### src/rtl/axi4_arb_pkg.sv
`default_nettype none
// ============================================================================
// Package  : axi4_arb_pkg
// Purpose  : Shared widths, AR/R field layouts and FSM states for axi4_rd_arbiter
// Revision : 1.0 - initial release
// ============================================================================
package axi4_arb_pkg;

    localparam int AR_FIXED_W = 61;
    localparam int R_FIXED_W  = 3;

    function automatic int ab_w(input int i);
        return i + AR_FIXED_W;
    endfunction

    function automatic int rb_w(input int n, input int i);
        return i + 8 * n + R_FIXED_W;
    endfunction

    // AR payload below the ID; the ID width is a module parameter, so the full
    // beat struct is completed inside the module.
    typedef struct packed {
        logic [31:0] addr;
        logic [3:0]  region;
        logic [7:0]  len;
        logic [2:0]  size;
        logic [1:0]  burst;
        logic        lock;
        logic [3:0]  cache;
        logic [2:0]  prot;
        logic [3:0]  qos;
    } ar_ctrl_t;

    typedef struct packed {
        logic [1:0] resp;
        logic       last;
    } r_tail_t;

    typedef enum logic [1:0] {
        IDLE = 2'd0,
        ADDR = 2'd1,
        DATA = 2'd2
    } state_t;

endpackage
`default_nettype wire

### src/rtl/axi4_rd_arbiter_rr_arb2.sv
`default_nettype none
// ============================================================================
// Module   : rr_arb2
// Purpose  : Two-way round-robin picker; on a tie the requester that did not
//            own the bus last time wins.
// Revision : 1.0 - initial release
// ============================================================================
module rr_arb2 (
    input  logic [1:0] req_i,
    input  logic       last_i,
    output logic [1:0] gnt_o,
    output logic       idx_o,
    output logic       any_o
);

    assign idx_o = req_i[1] & (~req_i[0] | ~last_i);
    assign any_o = |req_i;
    assign gnt_o = any_o ? (idx_o ? 2'b10 : 2'b01) : 2'b00;

endmodule
`default_nettype wire

### src/rtl/axi4_rd_arbiter.sv
`default_nettype none
// ============================================================================
// Module   : axi4_rd_arbiter
// Purpose  : Serialising round-robin AR/R arbiter sharing one AXI4 read slave
//            between two masters, with sticky burst-length checking.
// Revision : 1.0 - initial release
// ============================================================================
module axi4_rd_arbiter
    import axi4_arb_pkg::*;
#(
    parameter  int N    = 1,
    parameter  int I    = 1,
    localparam int AB_W = ab_w(I),
    localparam int RB_W = rb_w(N, I)
) (
    input  logic            ACLK,
    input  logic            ARESET,
    input  logic            s0_ar_valid,
    output logic            s0_ar_ready,
    input  logic [AB_W-1:0] s0_ar_beat,
    output logic            s0_r_valid,
    input  logic            s0_r_ready,
    output logic [RB_W-1:0] s0_r_beat,
    input  logic            s1_ar_valid,
    output logic            s1_ar_ready,
    input  logic [AB_W-1:0] s1_ar_beat,
    output logic            s1_r_valid,
    input  logic            s1_r_ready,
    output logic [RB_W-1:0] s1_r_beat,
    output logic            m_ar_valid,
    input  logic            m_ar_ready,
    output logic [AB_W-1:0] m_ar_beat,
    input  logic            m_r_valid,
    output logic            m_r_ready,
    input  logic [RB_W-1:0] m_r_beat,
    output logic            owner,
    output logic            busy,
    output logic            len_err
);

    typedef struct packed {
        logic [I-1:0] id;
        ar_ctrl_t     ctrl;
    } ar_beat_t;

    typedef struct packed {
        logic [I-1:0]   id;
        logic [8*N-1:0] data;
        r_tail_t        tail;
    } r_beat_t;

    state_t     state_q, state_d;
    logic       owner_q, owner_d;
    logic [8:0] beat_cnt_q, beat_cnt_d;
    logic       len_err_q, len_err_d;
    ar_beat_t   ar_q, ar_d;

    logic [1:0] gnt;
    logic       win_idx;
    logic       win_any;
    logic       own_r_ready;
    logic       r_hs;
    r_beat_t    r_view;

    rr_arb2 u_rr_arb2 (
        .req_i  ({s1_ar_valid, s0_ar_valid}),
        .last_i (owner_q),
        .gnt_o  (gnt),
        .idx_o  (win_idx),
        .any_o  (win_any)
    );

    assign r_view      = r_beat_t'(m_r_beat);
    assign own_r_ready = owner_q ? s1_r_ready : s0_r_ready;
    assign r_hs        = (state_q == DATA) && m_r_valid && own_r_ready;

    always_ff @(posedge ACLK) begin
        if (ARESET) begin
            state_q    <= IDLE;
            owner_q    <= 1'b1;
            beat_cnt_q <= 9'd0;
            len_err_q  <= 1'b0;
            ar_q       <= '0;
        end else begin
            state_q    <= state_d;
            owner_q    <= owner_d;
            beat_cnt_q <= beat_cnt_d;
            len_err_q  <= len_err_d;
            ar_q       <= ar_d;
        end
    end

    always_comb begin
        state_d     = state_q;
        owner_d     = owner_q;
        beat_cnt_d  = beat_cnt_q;
        len_err_d   = len_err_q;
        ar_d        = ar_q;
        s0_ar_ready = 1'b0;
        s1_ar_ready = 1'b0;
        m_ar_valid  = 1'b0;
        m_r_ready   = 1'b0;
        s0_r_valid  = 1'b0;
        s1_r_valid  = 1'b0;
        s0_r_beat   = '0;
        s1_r_beat   = '0;
        case (state_q)
            IDLE: begin
                s0_ar_ready = gnt[0];
                s1_ar_ready = gnt[1];
                if (win_any) begin
                    ar_d       = ar_beat_t'(win_idx ? s1_ar_beat : s0_ar_beat);
                    owner_d    = win_idx;
                    beat_cnt_d = 9'd0;
                    state_d    = ADDR;
                end
            end
            ADDR: begin
                m_ar_valid = 1'b1;
                if (m_ar_ready) begin
                    state_d = DATA;
                end
            end
            DATA: begin
                m_r_ready = own_r_ready;
                if (owner_q) begin
                    s1_r_valid = m_r_valid;
                    s1_r_beat  = m_r_beat;
                end else begin
                    s0_r_valid = m_r_valid;
                    s0_r_beat  = m_r_beat;
                end
                if (r_hs) begin
                    beat_cnt_d = beat_cnt_q + 9'd1;
                    // beat_cnt holds the index of the beat being handshaken
                    if ((r_view.tail.last && (beat_cnt_q != {1'b0, ar_q.ctrl.len})) ||
                        (!r_view.tail.last && (beat_cnt_q == {1'b0, ar_q.ctrl.len}))) begin
                        len_err_d = 1'b1;
                    end
                    if (r_view.tail.last) begin
                        state_d = IDLE;
                    end
                end
            end
            default: state_d = IDLE;
        endcase
    end

    assign m_ar_beat = ar_q;
    assign owner     = owner_q;
    assign busy      = (state_q != IDLE);
    assign len_err   = len_err_q;

endmodule
`default_nettype wire

### config.mk
export PLATFORM = sky130hd
export DESIGN_NAME = axi4_rd_arbiter
export DESIGN_NICKNAME = d
export VERILOG_FILES = /design/src/rtl/axi4_arb_pkg.sv /design/src/rtl/axi4_rd_arbiter_rr_arb2.sv /design/src/rtl/axi4_rd_arbiter.sv
export SDC_FILE = /design/constraint.sdc
export NUM_CORES = 1
export LEC_CHECK = 0
export ABC_AREA = 1
export ABC_CLOCK_PERIOD_IN_PS = 3100
export BUFFER_PORTS_ARGS = -buffer_cell sky130_fd_sc_hd__buf_4
export CAP_MARGIN = 20
export CORE_MARGIN = 2
export CORE_UTILIZATION = 36
export DETAILED_ROUTE_END_ITERATION = 7
export PLACE_DENSITY_LB_ADDON = 0.2
export SLEW_MARGIN = 20
export SYNTH_ARGS = -nofsm -noshare
export SYNTH_HDL_FRONTEND = slang
export SYNTH_HIERARCHICAL = 1
export SYNTH_SLANG_ARGS = --single-unit
### constraint.sdc
create_clock -name ACLK -period 3.1 [get_ports ACLK]
set_clock_uncertainty 0.05 [all_clocks]
set_input_delay 0.155 -clock ACLK [delete_from_list [all_inputs] [get_ports ACLK]]
set_output_delay 0.155 -clock ACLK [all_outputs]
set_load 0.01 [all_outputs]
==> impl_metrics.sql <==
INSERT INTO impl_metrics (metric_group, metric, value, unit) VALUES
('finish', 'most_common_cell_after_layout_fill_and_taps_aside', 'buf_4', ''),
('clock_tree', 'clk_pin_slew', '0.07', 'ns'),
('clock_tree', 'clock_sinks', '75', ''),
('critical_path', 'timing.setup.critical_path_class', 'in2reg', ''),
('clock_tree', 'tritoncts_clock_tree', 'yes', ''),
('finish', 'utilization', '0.576', ''),
('die', 'row_count', '37', ''),
('timing', 'setup-violations-final', '0', ''),
('timing', 'max_freq', '452', 'MHz'),
('grt', 'first_global_vias', '4126', ''),
('routing', 'drc', '0', ''),
('grt', 'antenna_found_initial', '0', ''),
('place', 'portBuffers', '238', ''),
('grt', 'grt_util_all_layers', '0.197', ''),
('timing', 'drv_slew', '0', ''),
('place', 'routability_cong', '0.774', ''),
('routing', 'drt_pass1_iterations', '4', ''),
('clock_tree', 'cts.path.max_buffers', '2', ''),
('critical_path', 'critical-path-slowest-cell', 'clkinv_1', ''),
('synth', 'synth_cells', '598', ''),
('finish', 'finish.net_count', '960', ''),
('job', 'timing.max_cap.violations', '0', ''),
('die', 'start_util', '0.374', ''),
('die', 'fp.dieW', '108', 'um'),
('finish', 'syn_to_final_growth', '54.2', '%'),
('synth', 'netlist-cell-type-count', '29', ''),
('finish', 'antennaDiodeCount', '0', ''),
('critical_path', 'timing.critical_path.fanout_max', '41', ''),
('synth', 'synth_area', '3890', 'um2'),
('critical_path', 'startpoint_type', 'primary input', ''),
('synth', 'syn-mean-instance-area', '6.51', 'um2'),
('synth', 'seq_area_frac_synth', '0.386', ''),
('clock_tree', 'clock_latency_late_sink', '0.33', 'ns'),
('clock_tree', 'cts_root_buffer', 'clkbuf_8', ''),
('die', 'design.core.area', '10400', 'um2'),
('timing', 'timing.slew.headroom', '0.311', ''),
('routing', 'vias_per_cell', '4.67', ''),
('grt', 'globalRouteOverflowTotal', '0', ''),
('die', 'die_area', '11700', 'um2'),
('synth', 'synth_fp_nets', '743', ''),
('die', 'die_h', '108', 'um'),
('min_path', 'holdCritPathClass', 'in2reg', ''),
('status', 'outcome', 'complete, no violations', ''),
('critical_path', 'max_stage_delay', '0.76', 'ns'),
('routing', 'avgRoutedWirePerCell', '12.3', 'um'),
('routing', 'finalWirelength', '11800', 'um'),
('critical_path', 'setup.worst_path.end_class', 'register', ''),
('die', 'design.portCount', '239', ''),
('synth', 'synth_simple_gate_area_frac', '0.191', ''),
('synth', 'yosys_warnings', '6', ''),
('clock_tree', 'htreeDepth', '3', ''),
('timing', 'min_period_over_period', '0.713', ''),
('synth', 'post_synthesis_mux_area_share', '0', ''),
('synth', 'main_combinational_cell_family_by_area_after_synthesis', 'compound AO/OA/AOI/OAI gates', ''),
('routing', 'drtAntennaViolNets', '0', ''),
('critical_path', 'critical_path.most_common_cell', 'buf_4', ''),
('place', 'detailed_place_hpwl', '9010', 'um'),
('synth', 'post_synth_fa_ha_maj_area_fraction', '0.00321', ''),
('synth', 'synthXorXnorAreaFrac', '0.00450', ''),
('critical_path', 'crit_path_cell_trace', 'dlygate4sd3_1, buf_4, clkinv_1, buf_4, o21ai_0, a21oi_1', ''),
('power_and_ir_drop', 'power_density', '489', 'nW/um2'),
('finish', 'layout.cells.most_common_list', 'buf_4 (241), a21oi_1 (136), inv_1 (106)', ''),
('timing', 'finalSetupTns', '0', 'ns'),
('clock_tree', 'cts_made_buffers', '9', ''),
('finish', 'fraction_of_layout_cells_with_a_size_suffix_above_1', '0.333', ''),
('timing', 'worst-slew-pin-transition', '1.03', 'ns'),
('critical_path', 'required_time_of_the_worst_setup_path', '3.21', 'ns'),
('routing', 'dr_total_vias', '4469', ''),
('timing', 'timing_hold_violations_final', '0', ''),
('grt', 'grt_first_pass_wirelength', '18500', 'um'),
('power_and_ir_drop', 'vdd_ir_drop_max', '257', 'uV'),
('power_and_ir_drop', 'power', '0.00293', 'W'),
('routing', 'drtIter0Drc', '228', ''),
('synth', 'synth_compound_gate_area_share', '0.267', ''),
('timing', 'period_minus_slack', '2.21', 'ns'),
('grt', 'grt_start_max_net_pins', '127', ''),
('power_and_ir_drop', 'cellLeakagePower', '3.17', 'nW'),
('synth', 'ys_seq_elements', '75', ''),
('clock_tree', 'cts_resized', '0', ''),
('critical_path', 'timing.critical_path.arrival', '2.32', 'ns'),
('timing', 'grt_setup_unrepaired', 'false', '');
what timing repair did:
action                                 4_1_cts  5_1_grt
buffers inserted                             0        0
endpoints found under the hold margin        5        0
hold buffers                                 1        0
sequential cells by signal, indices dropped and copies added, names as in the netlist:
signal / count
beat_cnt_q: 9
len_err: 1
m_ar_beat: 62
owner: 1
state_q: 2
where the power goes:
part | internal (W) | leakage, nW | total (W) | switching [W]
clock | 0.000661 | 0.137 | 0.00100 | 0.000341
sequential | 0.00107 | 0.621 | 0.00115 | 0.0000719
combinational | 0.000381 | 2.41 | 0.000786 | 0.000405
total | 0.00212 | 3.17 | 0.00293 | 0.000817
per-layer routing:
| layer | vias to the layer above | track usage | wire length, um |
|---|---|---|---|
| li1 | 2343 | - | - |
| met1 | 1933 | 0.208 | 4510 |
| met2 | 171 | 0.366 | 6040 |
| met3 | 22 | 0.0482 | 922 |
| met4 | 0 | 0.0888 | 291 |
| met5 | - | 0 | 0 |
cell type report:
type                    count  area [um2]
clock inverters             4         120
inverters                 109         412
repair buffers            242        1820
clock buffers              12         155
multi-input cells         378        1830
flip-flops and latches     75        1500
fillers                   947        4410
well taps                 136         170
logic make-up (layout without fill, tap and decap cells):
group / after synthesis / count (layout)
adder cells (fa/ha/maj): 1 / 1
XOR/XNOR: 2 / 2
AND/OR/NAND/NOR: 169 / 169
flip-flops: 75 / 75
buffers and inverters: 145 / 367
AO/OA/AOI/OAI: 206 / 206
final timing paths:
path                            startpoint  cells after the start             to  slack, ns
worst max-delay path                ARESET                      6  m_ar_beat[45]       0.89
worst min-delay path            m_ar_ready                      4     state_q[0]       0.04
worst max register to register  state_q[1]                      5  m_ar_beat[19]       1.19
worst min register to register     len_err                      2        len_err       0.41
cell usage after synthesis, drive strengths merged:
library cell / count / share of area
nand3: 10 / 0.016
xor2: 2 / 0.0045
nand2: 44 / 0.053
nand4: 2 / 0.0032
a21oi: 137 / 0.18
o21ai: 68 / 0.089
nor2: 103 / 0.10
inv: 108 / 0.10
nor3: 7 / 0.013
or2: 3 / 0.0048
ha: 1 / 0.0032
a21o: 1 / 0.0019
dfxtp: 75 / 0.39
buf: 18 / 0.025
clkinv: 1 / 0.00096
clkbuf: 18 / 0.017
critical path: cells and delay by family:
family                 cells  cell delay (ns)
buffers and inverters      4             1.98
AOI/OAI and AO/OA          2             0.17
stage by stage:
step                      worst slack (ns)  hold WS (ns)  cells  area, um2
after floorplan                       1.68         0.254    598       3890
after global placement                1.16         0.347    939       5720
after detailed placement              1.06         0.357    939       5720
after CTS                            0.868        0.0285    956       6000
after global routing                 0.685        0.0492    956       6000
final                                0.888        0.0399    956       6000
Note: power is estimated with default switching activity, not from simulation.
